[src/rtl/rv32i_run_ctrl_if.sv]
// Run-controller bundle: host-side run control and verdict, plus the core-side
// snoop signals (PC and register-file writeback) and the core reset/run drives.
interface rv32i_run_ctrl_if #(
    parameter int XLEN   = 32,
    parameter int NWATCH = 4,
    parameter int CNT_W  = 16
) ();
    logic                     start;
    logic [CNT_W-1:0]         cycle_limit;
    logic [XLEN-1:0]          pc;
    logic                     rd_we;
    logic [4:0]               rd_addr;
    logic [XLEN-1:0]          rd_data;
    logic [NWATCH*5-1:0]      watch_addr;
    logic [NWATCH*XLEN-1:0]   expect_data;
    logic [NWATCH-1:0]        expect_mask;
    logic                     core_rst_n;
    logic                     core_run;
    logic                     busy;
    logic                     done;
    logic                     pass;
    logic                     timeout;
    logic [CNT_W-1:0]         cycles;
    logic [NWATCH*XLEN-1:0]   watch_val;
    logic [NWATCH-1:0]        mismatch;

    modport master (
        output start, cycle_limit, pc, rd_we, rd_addr, rd_data,
               watch_addr, expect_data, expect_mask,
        input  core_rst_n, core_run, busy, done, pass, timeout,
               cycles, watch_val, mismatch
    );

    modport slave (
        input  start, cycle_limit, pc, rd_we, rd_addr, rd_data,
               watch_addr, expect_data, expect_mask,
        output core_rst_n, core_run, busy, done, pass, timeout,
               cycles, watch_val, mismatch
    );
endinterface

[src/rtl/rv32i_run_ctrl.sv]
// rv32i run controller: holds the core in reset for two cycles, lets it run,
// detects halt as a PC self-loop (or stops on a cycle budget), snoops
// register writebacks into shadow channels and produces a pass/fail verdict.
module rv32i_run_ctrl #(
    parameter int XLEN        = 32,
    parameter int NWATCH      = 4,
    parameter int CNT_W       = 16,
    parameter int HALT_STABLE = 2
) (
    input  logic           clk,
    input  logic           rst_n,
    rv32i_run_ctrl_if.slave bus
);
    localparam int ST_W = $clog2(HALT_STABLE + 1);
    localparam int WV_W = NWATCH * XLEN;

    typedef enum logic [2:0] {
        ST_IDLE       = 3'd0,
        ST_RESET_CORE = 3'd1,
        ST_RUN        = 3'd2,
        ST_CHECK      = 3'd3,
        ST_DONE       = 3'd4
    } state_t;

    state_t             state_r;
    state_t             state_nx_s;
    logic               rst_cnt_r;
    logic [CNT_W-1:0]   cycles_r;
    logic [CNT_W-1:0]   cycles_inc_s;
    logic [XLEN-1:0]    prev_pc_r;
    logic               prev_vld_r;
    logic [ST_W-1:0]    stable_r;
    logic [ST_W-1:0]    stable_nx_s;
    logic               halt_s;
    logic               limit_s;
    logic [WV_W-1:0]    shadow_r;
    logic [WV_W-1:0]    shadow_nx_s;
    logic [NWATCH-1:0]  mismatch_r;
    logic [NWATCH-1:0]  mismatch_nx_s;
    logic               pass_r;
    logic               timeout_r;
    logic               busy_r;
    logic               done_r;

    // Cycle counter increment that sticks at all-ones instead of wrapping.
    function automatic logic [CNT_W-1:0] sat_inc(input logic [CNT_W-1:0] v);
        if (v == {CNT_W{1'b1}}) begin
            sat_inc = v;
        end else begin
            sat_inc = v + CNT_W'(1);
        end
    endfunction

    // Run-phase conditions: saturating count, PC-stability window, halt and budget.
    always_comb begin
        cycles_inc_s = sat_inc(cycles_r);
        stable_nx_s  = {ST_W{1'b0}};
        if (prev_vld_r && (bus.pc == prev_pc_r)) begin
            stable_nx_s = stable_r + ST_W'(1);
        end else begin
            stable_nx_s = {ST_W{1'b0}};
        end
        halt_s  = (stable_nx_s >= ST_W'(HALT_STABLE));
        limit_s = (bus.cycle_limit != {CNT_W{1'b0}}) && (cycles_inc_s == bus.cycle_limit);
    end

    // Shadow capture and per-channel compare against the expected values.
    always_comb begin
        shadow_nx_s   = shadow_r;
        mismatch_nx_s = {NWATCH{1'b0}};
        for (int i = 0; i < NWATCH; i++) begin
            // x0 writes never land, so a channel watching x0 stays zero.
            if (bus.rd_we && (bus.rd_addr != 5'd0) && (bus.rd_addr == bus.watch_addr[5*i +: 5])) begin
                shadow_nx_s[XLEN*i +: XLEN] = bus.rd_data;
            end else begin
                shadow_nx_s[XLEN*i +: XLEN] = shadow_r[XLEN*i +: XLEN];
            end
            mismatch_nx_s[i] = bus.expect_mask[i] &&
                               (shadow_r[XLEN*i +: XLEN] != bus.expect_data[XLEN*i +: XLEN]);
        end
    end

    // Next-state logic of the run sequencer.
    always_comb begin
        state_nx_s = state_r;
        case (state_r)
            ST_IDLE: begin
                if (bus.start) begin
                    state_nx_s = ST_RESET_CORE;
                end else begin
                    state_nx_s = ST_IDLE;
                end
            end
            ST_RESET_CORE: begin
                if (rst_cnt_r) begin
                    state_nx_s = ST_RUN;
                end else begin
                    state_nx_s = ST_RESET_CORE;
                end
            end
            ST_RUN: begin
                if (halt_s || limit_s) begin
                    state_nx_s = ST_CHECK;
                end else begin
                    state_nx_s = ST_RUN;
                end
            end
            ST_CHECK: begin
                state_nx_s = ST_DONE;
            end
            ST_DONE: begin
                if (bus.start) begin
                    state_nx_s = ST_RESET_CORE;
                end else begin
                    state_nx_s = ST_DONE;
                end
            end
            default: begin
                state_nx_s = ST_IDLE;
            end
        endcase
    end

    // Sequencer state register.
    always_ff @(posedge clk or negedge rst_n) begin
        if (!rst_n) begin
            state_r <= ST_IDLE;
        end else begin
            state_r <= state_nx_s;
        end
    end

    // Two-cycle core-reset timer: toggles once per RESET_CORE cycle.
    always_ff @(posedge clk or negedge rst_n) begin
        if (!rst_n) begin
            rst_cnt_r <= 1'b0;
        end else if (state_r == ST_RESET_CORE) begin
            rst_cnt_r <= ~rst_cnt_r;
        end else begin
            rst_cnt_r <= 1'b0;
        end
    end

    // Run datapath: cycle count, PC history and shadows; cleared on entry to core reset.
    always_ff @(posedge clk or negedge rst_n) begin
        if (!rst_n) begin
            cycles_r   <= {CNT_W{1'b0}};
            prev_pc_r  <= {XLEN{1'b0}};
            prev_vld_r <= 1'b0;
            stable_r   <= {ST_W{1'b0}};
            shadow_r   <= {WV_W{1'b0}};
        end else if (state_nx_s == ST_RESET_CORE) begin
            cycles_r   <= {CNT_W{1'b0}};
            prev_pc_r  <= {XLEN{1'b0}};
            prev_vld_r <= 1'b0;
            stable_r   <= {ST_W{1'b0}};
            shadow_r   <= {WV_W{1'b0}};
        end else if (state_r == ST_RUN) begin
            cycles_r   <= cycles_inc_s;
            prev_pc_r  <= bus.pc;
            prev_vld_r <= 1'b1;
            stable_r   <= stable_nx_s;
            shadow_r   <= shadow_nx_s;
        end else begin
            cycles_r   <= cycles_r;
            prev_pc_r  <= prev_pc_r;
            prev_vld_r <= prev_vld_r;
            stable_r   <= stable_r;
            shadow_r   <= shadow_r;
        end
    end

    // Verdict: timeout latched at the end of RUN (halt wins a tie), compare in CHECK.
    always_ff @(posedge clk or negedge rst_n) begin
        if (!rst_n) begin
            timeout_r  <= 1'b0;
            pass_r     <= 1'b0;
            mismatch_r <= {NWATCH{1'b0}};
        end else if (state_nx_s == ST_RESET_CORE) begin
            timeout_r  <= 1'b0;
            pass_r     <= 1'b0;
            mismatch_r <= {NWATCH{1'b0}};
        end else if (state_r == ST_RUN) begin
            timeout_r  <= limit_s && !halt_s;
            pass_r     <= 1'b0;
            mismatch_r <= {NWATCH{1'b0}};
        end else if (state_r == ST_CHECK) begin
            timeout_r  <= timeout_r;
            pass_r     <= (mismatch_nx_s == {NWATCH{1'b0}}) && !timeout_r;
            mismatch_r <= mismatch_nx_s;
        end else begin
            timeout_r  <= timeout_r;
            pass_r     <= pass_r;
            mismatch_r <= mismatch_r;
        end
    end

    // Registered status flags, aligned with the state they describe.
    always_ff @(posedge clk or negedge rst_n) begin
        if (!rst_n) begin
            busy_r <= 1'b0;
            done_r <= 1'b0;
        end else begin
            busy_r <= (state_nx_s == ST_RESET_CORE) || (state_nx_s == ST_RUN) ||
                      (state_nx_s == ST_CHECK);
            done_r <= (state_nx_s == ST_DONE);
        end
    end

    // Core controls decode straight from state so an async reset drops them at once;
    // the core stays out of reset after the run so its state can be inspected.
    assign bus.core_run   = (state_r == ST_RUN);
    assign bus.core_rst_n = (state_r == ST_RUN) || (state_r == ST_CHECK) || (state_r == ST_DONE);
    assign bus.busy       = busy_r;
    assign bus.done       = done_r;
    assign bus.pass       = pass_r;
    assign bus.timeout    = timeout_r;
    assign bus.cycles     = cycles_r;
    assign bus.watch_val  = shadow_r;
    assign bus.mismatch   = mismatch_r;
endmodule

[src/flat_wrapper.sv]
// flat-port wrapper written by rule: the top's interface ports become plain ports
module rv32i_run_ctrl_flat 
#(
    parameter int XLEN        = 32,
    parameter int NWATCH      = 4,
    parameter int CNT_W       = 16,
    parameter int HALT_STABLE = 2
)
  (clk, rst_n, bus_start, bus_cycle_limit, bus_pc, bus_rd_we, bus_rd_addr, bus_rd_data, bus_watch_addr, bus_expect_data, bus_expect_mask, bus_core_rst_n, bus_core_run, bus_busy, bus_done, bus_pass, bus_timeout, bus_cycles, bus_watch_val, bus_mismatch);
  rv32i_run_ctrl_if #(.XLEN(XLEN), .NWATCH(NWATCH), .CNT_W(CNT_W)) bus_i ();
  input  logic clk;
  input  logic rst_n;
  input wire logic [$bits(bus_i.start)-1:0] bus_start;
  input wire logic [$bits(bus_i.cycle_limit)-1:0] bus_cycle_limit;
  input wire logic [$bits(bus_i.pc)-1:0] bus_pc;
  input wire logic [$bits(bus_i.rd_we)-1:0] bus_rd_we;
  input wire logic [$bits(bus_i.rd_addr)-1:0] bus_rd_addr;
  input wire logic [$bits(bus_i.rd_data)-1:0] bus_rd_data;
  input wire logic [$bits(bus_i.watch_addr)-1:0] bus_watch_addr;
  input wire logic [$bits(bus_i.expect_data)-1:0] bus_expect_data;
  input wire logic [$bits(bus_i.expect_mask)-1:0] bus_expect_mask;
  output wire logic [$bits(bus_i.core_rst_n)-1:0] bus_core_rst_n;
  output wire logic [$bits(bus_i.core_run)-1:0] bus_core_run;
  output wire logic [$bits(bus_i.busy)-1:0] bus_busy;
  output wire logic [$bits(bus_i.done)-1:0] bus_done;
  output wire logic [$bits(bus_i.pass)-1:0] bus_pass;
  output wire logic [$bits(bus_i.timeout)-1:0] bus_timeout;
  output wire logic [$bits(bus_i.cycles)-1:0] bus_cycles;
  output wire logic [$bits(bus_i.watch_val)-1:0] bus_watch_val;
  output wire logic [$bits(bus_i.mismatch)-1:0] bus_mismatch;
  assign bus_i.start = bus_start;
  assign bus_i.cycle_limit = bus_cycle_limit;
  assign bus_i.pc = bus_pc;
  assign bus_i.rd_we = bus_rd_we;
  assign bus_i.rd_addr = bus_rd_addr;
  assign bus_i.rd_data = bus_rd_data;
  assign bus_i.watch_addr = bus_watch_addr;
  assign bus_i.expect_data = bus_expect_data;
  assign bus_i.expect_mask = bus_expect_mask;
  assign bus_core_rst_n = bus_i.core_rst_n;
  assign bus_core_run = bus_i.core_run;
  assign bus_busy = bus_i.busy;
  assign bus_done = bus_i.done;
  assign bus_pass = bus_i.pass;
  assign bus_timeout = bus_i.timeout;
  assign bus_cycles = bus_i.cycles;
  assign bus_watch_val = bus_i.watch_val;
  assign bus_mismatch = bus_i.mismatch;
  rv32i_run_ctrl #(.XLEN(XLEN), .NWATCH(NWATCH), .CNT_W(CNT_W), .HALT_STABLE(HALT_STABLE)) u_core (.clk(clk), .rst_n(rst_n), .bus(bus_i));
endmodule
[config.mk]
export PLATFORM = sky130hd
export DESIGN_NAME = rv32i_run_ctrl_flat
export DESIGN_NICKNAME = d
export VERILOG_FILES = /design/src/rtl/rv32i_run_ctrl_if.sv /design/src/rtl/rv32i_run_ctrl.sv /design/src/flat_wrapper.sv
export SDC_FILE = /design/constraint.sdc
export NUM_CORES = 1
export LEC_CHECK = 0
export ABC_CLOCK_PERIOD_IN_PS = 3100
export CORE_MARGIN = 4
export CORE_UTILIZATION = 45
export CTS_CLUSTER_DIAMETER = 30
export CTS_CLUSTER_SIZE = 8
export DETAILED_ROUTE_END_ITERATION = 8
export HOLD_SLACK_MARGIN = 0.02
export PLACE_DENSITY = 0.81
export SLEW_MARGIN = 10
export SYNTH_ARGS = -nofsm -noshare
export SYNTH_HDL_FRONTEND = slang
export SYNTH_SLANG_ARGS = --single-unit
[constraint.sdc]
create_clock -name clk -period 3.1 [get_ports clk]
set_input_delay 0.62 -clock clk [delete_from_list [all_inputs] [get_ports clk]]
set_output_delay 0.62 -clock clk [all_outputs]
set_load 0.01 [all_outputs]
### Yosys cells after proc, flatten, opt, wreduce, memory -nomap -nowiden

Index checks and enable logic that the tools add are counted.

* input bits: 241
* bits in registers: 191
* output and inout port bits: 154
* logic and storage cells: 102

* eq/ne operators: 19
* muxes and demuxes: 30
* bitwise operators: 1
* reduce and logical (&&, ||, !) cells: 34
* $add $sub $neg: 2
* $lt $le $gt $ge: 1

Operators with widths (count)
* $mux W128: 2
* $mux W32: 6
* $ne A32 B32 Y1: 4
* $mux W16: 3
* $eq A32 B32 Y1: 1
* $eq A5 B5 Y1: 4
* $add A16 B1 Y16 const B: 1
* $eq A16 B16 Y1: 1
* $eq A16 B16 Y1 const B: 1
* $reduce_bool A16 Y1: 1
* $pmux W3 S5: 1
* $logic_and A1 B1 Y1: 13
* $eq A3 B2 Y1 const B: 4
* $mux W4: 3
* $mux W1: 10
* $reduce_bool A2 Y1: 5
* $mux W2: 4
* $reduce_and A2 Y1: 4
* $eq A3 B1 Y1 const B: 2
* $eq A3 B3 Y1 const B: 2
* $logic_or A1 B1 Y1: 5
* $reduce_bool A5 Y1: 1
* $logic_not A4 Y1: 1
* $logic_not A3 Y1: 1
* other kinds (6): 7

### Logic depth before layout (Yosys ltp)

* depth in word-level cells: 10
* gate-level depth with buffers: 11
* mapped depth without buffers: 8

### Worst setup path after synthesis

No wires, ideal clock.

* path type: register to register
* start: register u_core.cycles_r[0] (netlist: u_core.bus.cycles[0])
* end: register u_core.timeout_r (netlist: u_core.bus.timeout)
* setup slack: 643 ps
* arrival: 2381 ps
* period minus slack after synthesis: 2457 ps
* path buffers: 2
* library setup time: 77 ps
* data required time: 3023 ps
* cell stages (with the launch flop): 11
* cell sequence: dfrtp_1 ha_1 buf_2 and4_1 buf_2 and4_1 nor4_1 o21ai_2 a2111oi_4 o2111ai_1 o21ai_1

* cells in the longest elaborated chain, start to end: 9
* elaborated cells between the ends (all ways): 13
* classes of those cells: 1 x add/sub; 3 x eq/ne; 5 x mux; 4 x reduce/logical

RTL lines
* start: declaration: RTL line rv32i_run_ctrl.sv:28 `logic [CNT_W-1:0] cycles_r;`
* start signal: assignment: RTL line rv32i_run_ctrl.sv:147 `cycles_r <= {CNT_W{1'b0}};`
* start signal: assignment: RTL line rv32i_run_ctrl.sv:153 `cycles_r <= {CNT_W{1'b0}};`
* start signal: assignment: RTL line rv32i_run_ctrl.sv:159 `cycles_r <= cycles_inc_s;`
* $add A16 B1 Y16 or $eq A16 B16 Y1 (tied branches): RTL line rv32i_run_ctrl.sv:50, rv32i_run_ctrl.sv:47
* $mux W16 *: RTL line rv32i_run_ctrl.sv:47 `if (v == {CNT_W{1'b1}}) begin`
* $eq A16 B16 Y1 *: RTL line rv32i_run_ctrl.sv:64 `limit_s = (bus.cycle_limit != {CNT_W{1'b0}}) && (cycles_inc_s == bus.cycle_limit);`
* $logic_and A1 B1 Y1 *: RTL line rv32i_run_ctrl.sv:64
* $logic_or A1 B1 Y1: RTL line rv32i_run_ctrl.sv:102 `if (halt_s || limit_s) begin`
* $mux W1: RTL line rv32i_run_ctrl.sv:102
* $pmux W3 S5: RTL line rv32i_run_ctrl.sv:86 `case (state_r)`
* $eq A3 B1 Y1: RTL line rv32i_run_ctrl.sv:179 `end else if (state_nx_s == ST_RESET_CORE) begin`
* $mux W1 or $reduce_bool A2 Y1 (tied branches)
* end signal: assignment: RTL line rv32i_run_ctrl.sv:184 `timeout_r <= limit_s && !halt_s;`
* end signal: assignment: RTL line rv32i_run_ctrl.sv:188 `timeout_r <= timeout_r;`
* end signal: assignment: RTL line rv32i_run_ctrl.sv:192 `timeout_r <= timeout_r;`
* end: declaration: RTL line rv32i_run_ctrl.sv:41 `logic timeout_r;`

Mark *: on every way between the ends. The rest lies on a longest branch, timed or not. The select of a mux whose other input is x is not followed.
A chain may end at the register's enable or synchronous reset.

### Worst setup path after layout

* start: register u_core.state_r[2]
* end: output port bus_core_run

* cells in the longest elaborated chain, start to end: 1

RTL lines
* start: declaration: RTL line rv32i_run_ctrl.sv:25 `state_t state_r;`
* start signal: assignment: RTL line rv32i_run_ctrl.sv:129 `state_r <= state_nx_s;`
* $eq A3 B2 Y1: RTL line rv32i_run_ctrl.sv:212 `assign bus.core_run = (state_r == ST_RUN);`
* end: declaration: RTL line flat_wrapper.sv:23 `output wire logic [$bits(bus_i.core_run)-1:0] bus_core_run;`

No other way between the ends.

==> impl_metrics.tcl <==
set metrics [dict create \
    status "finished clean" \
    clk_pin_slew_ns 0.07 \
    dpl.hpwl_um 32200 \
    multi_input_area_um2 5560 \
    grt_first_pass_wirelength_um 60400 \
    async_flop_share 1.00 \
    drv_cap 0 \
    netlist_area_um2 10700 \
    cts.sinks 191 \
    grt-ovfl-total 0 \
    drt-initial-drc-count 596 \
    crit_fanout 10 \
    htree_levels 4 \
    synth_cells 1066 \
    numCtsBuffers 17 \
    die_height_um 162 \
    die_w_um 162 \
    drt_wl_total_um 40900 \
    ant_nets 0 \
    crit_path_end_kind "output pin" \
    min_period_ns 2.82 \
    fmax_ghz 0.355 \
    io_buffers 394 \
    p_per_area_nw_per_um2 465 \
    cp.required_ns 2.48 \
    synth.avg_cell_area_um2 10.0 \
    start_util 0.456 \
    ir_worst_vdd_uv 779 \
    synth-seq-cells 191 \
    critPathLaunchType "flip-flop" \
    cts_buffer_depth 2 \
    ios 395 \
    dr.pass1.iters 6 \
    gp_congestion 0.916 \
    postCtsHoldBufs 0 \
    grt_max_degree 139 \
    post_cts_resized 0 \
    setup_violations 0 \
    slew_headroom 0.488 \
    vias_per_cell 5.49 \
    nets 1694 \
    clock_latency_ns 0.43 \
    cts_tree "built" \
    die-area_um2 26300 \
    slew_viol_final 0 \
    rsz0062_at_grt "false" \
    clock_skew_ns 0.0129 \
    worst_hold_path_type "primary input to async pin" \
    yosys_warnings 0 \
    p_leak_nw 6.54 \
    setup_ws_ns 0.280 \
    hold_viol 0 \
    area_growth_pct 46.1 \
    yosysTopAreaCell "dfrtp_1" \
    fin_cells 1787 \
    tightest_slew_ns 0.765 \
    synth_cell_type_count 57 \
    total_power_mw 7.26 \
    cts-root-buf "clkbuf_16" \
    whs_ns 0.182 \
    synth.most_common_cell "dfrtp_1" \
    fin_crit_sh 0.910 \
    vias 9813 \
    pre_cts_ws_ns -0.0510 \
    synthFlopType "dfrtp_1" \
    avgRoutedWirePerCell_um 22.9 \
    post_cts_buffers 0 \
    antenna_found_initial 3 \
    seq_area_um2 4780 \
    critical_path_class "flip-flop to output pin" \
    core_um2 23400 \
    synth_edf_count 0 \
    n_fill_cell 1892 \
    synth_area_leaders "dfrtp_1, mux2i_1, xor2_1, nor2_1, xnor2_1" \
    dp_cells 1752 \
    arrival_ns 2.20 \
    drive_gt1_frac 0.0539 \
    synth_nets 1308 \
    std_cell_rows 56 \
    synth_seq_area_share 0.447 \
    drc 0 \
    synth_top_area_frac 0.447 \
    track_usage 0.303 \
    grt_pass1_vias 9778 \
    synth_commonest_cells "dfrtp_1, nor2_1, xor2_1" \
]
cells by family (layout without fill, tap and decap cells):
family,after synthesis,count (layout),synth area share
simple gates,408,408,0.188
buf+inv,63,462,0.0331
mux,129,129,0.121
fa+ha+maj,1,1,0.00117
xor+xnor,194,194,0.159
other cells,0,3,0
compound gates,80,80,0.0507
flops,191,191,0.447
cells in the final DEF (no fill, tap or decap), drive strengths merged, types with 3 or more instances in the layout:
cell	instances
nand3b	5
a21o	5
a211oi	3
dfrtp	191
or4	4
nand3	53
xnor2	51
inv	10
and3	4
nand2	84
xor2	143
and4	6
nor3	5
and2	8
nand2b	5
o31ai	6
o21ai	27
a21oi	17
a31oi	5
nor4	46
nor2	151
a41oi	3
mux2i	129
diode	3
clkbuf	21
buf	33
clkdlybuf4s50	393
nand4	28
per-stage QoR:
step            util  setup TNS (ns)  cell area (um2)
2_1_floorplan      -               0            10700
3_3_place_gp   0.642               0            15000
3_5_place_dp   0.642         -0.0510            15000
4_1_cts        0.667               0            15600
5_1_grt        0.667               0            15600
6_report       0.667               0            15600
state kept, by name, summed over array words and instances (netlist names):
name,count
u_core.bus.pass,1
u_core.bus.cycles,16
u_core.bus.done,1
u_core.prev_pc_r,32
u_core.prev_vld_r,1
u_core.rst_cnt_r,1
u_core.bus.busy,1
u_core.state_r,3
u_core.bus.watch_val,128
u_core.bus.timeout,1
u_core.bus.mismatch,4
u_core.stable_r,2
report_power, final:
| part | switching (mW) | internal [mW] | total [mW] |
|---|---|---|---|
| Clock | 1.02 | 1.15 | 2.17 |
| Sequential | 0.193 | 2.75 | 2.94 |
| Combinational | 1.28 | 0.860 | 2.14 |
| Total | 2.49 | 4.76 | 7.26 |
path summary, 6_finish.rpt:
check / startpoint / to / slack [ns] / cells after the start
worst max-delay path: u_core.state_r[2] / bus_core_run / 0.28 / 4
worst min-delay path: rst_n / u_core.prev_pc_r[26] / 0.18 / 1
worst max register to register: u_core.bus.cycles[0] / u_core.bus.timeout / 0.50 / 9
worst min register to register: u_core.rst_cnt_r / u_core.rst_cnt_r / 0.49 / 1
max in group asynchronous: rst_n / u_core.prev_pc_r[27] / 2.13 / 2
min in group clk: u_core.rst_cnt_r / u_core.rst_cnt_r / 0.49 / 1
cell type report:
class | instances | area share
antenna | 3 | 0.000481
multi-input combinational | 812 | 0.356
clock buffer | 20 | 0.0286
clock inverter | 12 | 0.00778
sequential | 191 | 0.306
inverter | 3 | 0.000721
timing repair buffer | 427 | 0.274
tap | 319 | 0.0256
worst max-delay path, cell delays in order (launching register included):
cell and delay [ns]:
dfrtp_1 0.41, nand2b_2 0.26, or2_1 0.26, inv_2 0.24, clkdlybuf4s50_1 0.60
per-layer routing:
metal  wire length (um)  global-route usage  vias to the layer above
met1              15900               0.374                     4815
met4               2020               0.138                        0
met2              19900               0.507                      456
li1                   -                   -                     4468
met3               3060              0.0685                       74
met5                  0                   0                        -
(Power assumes the default switching activity.)
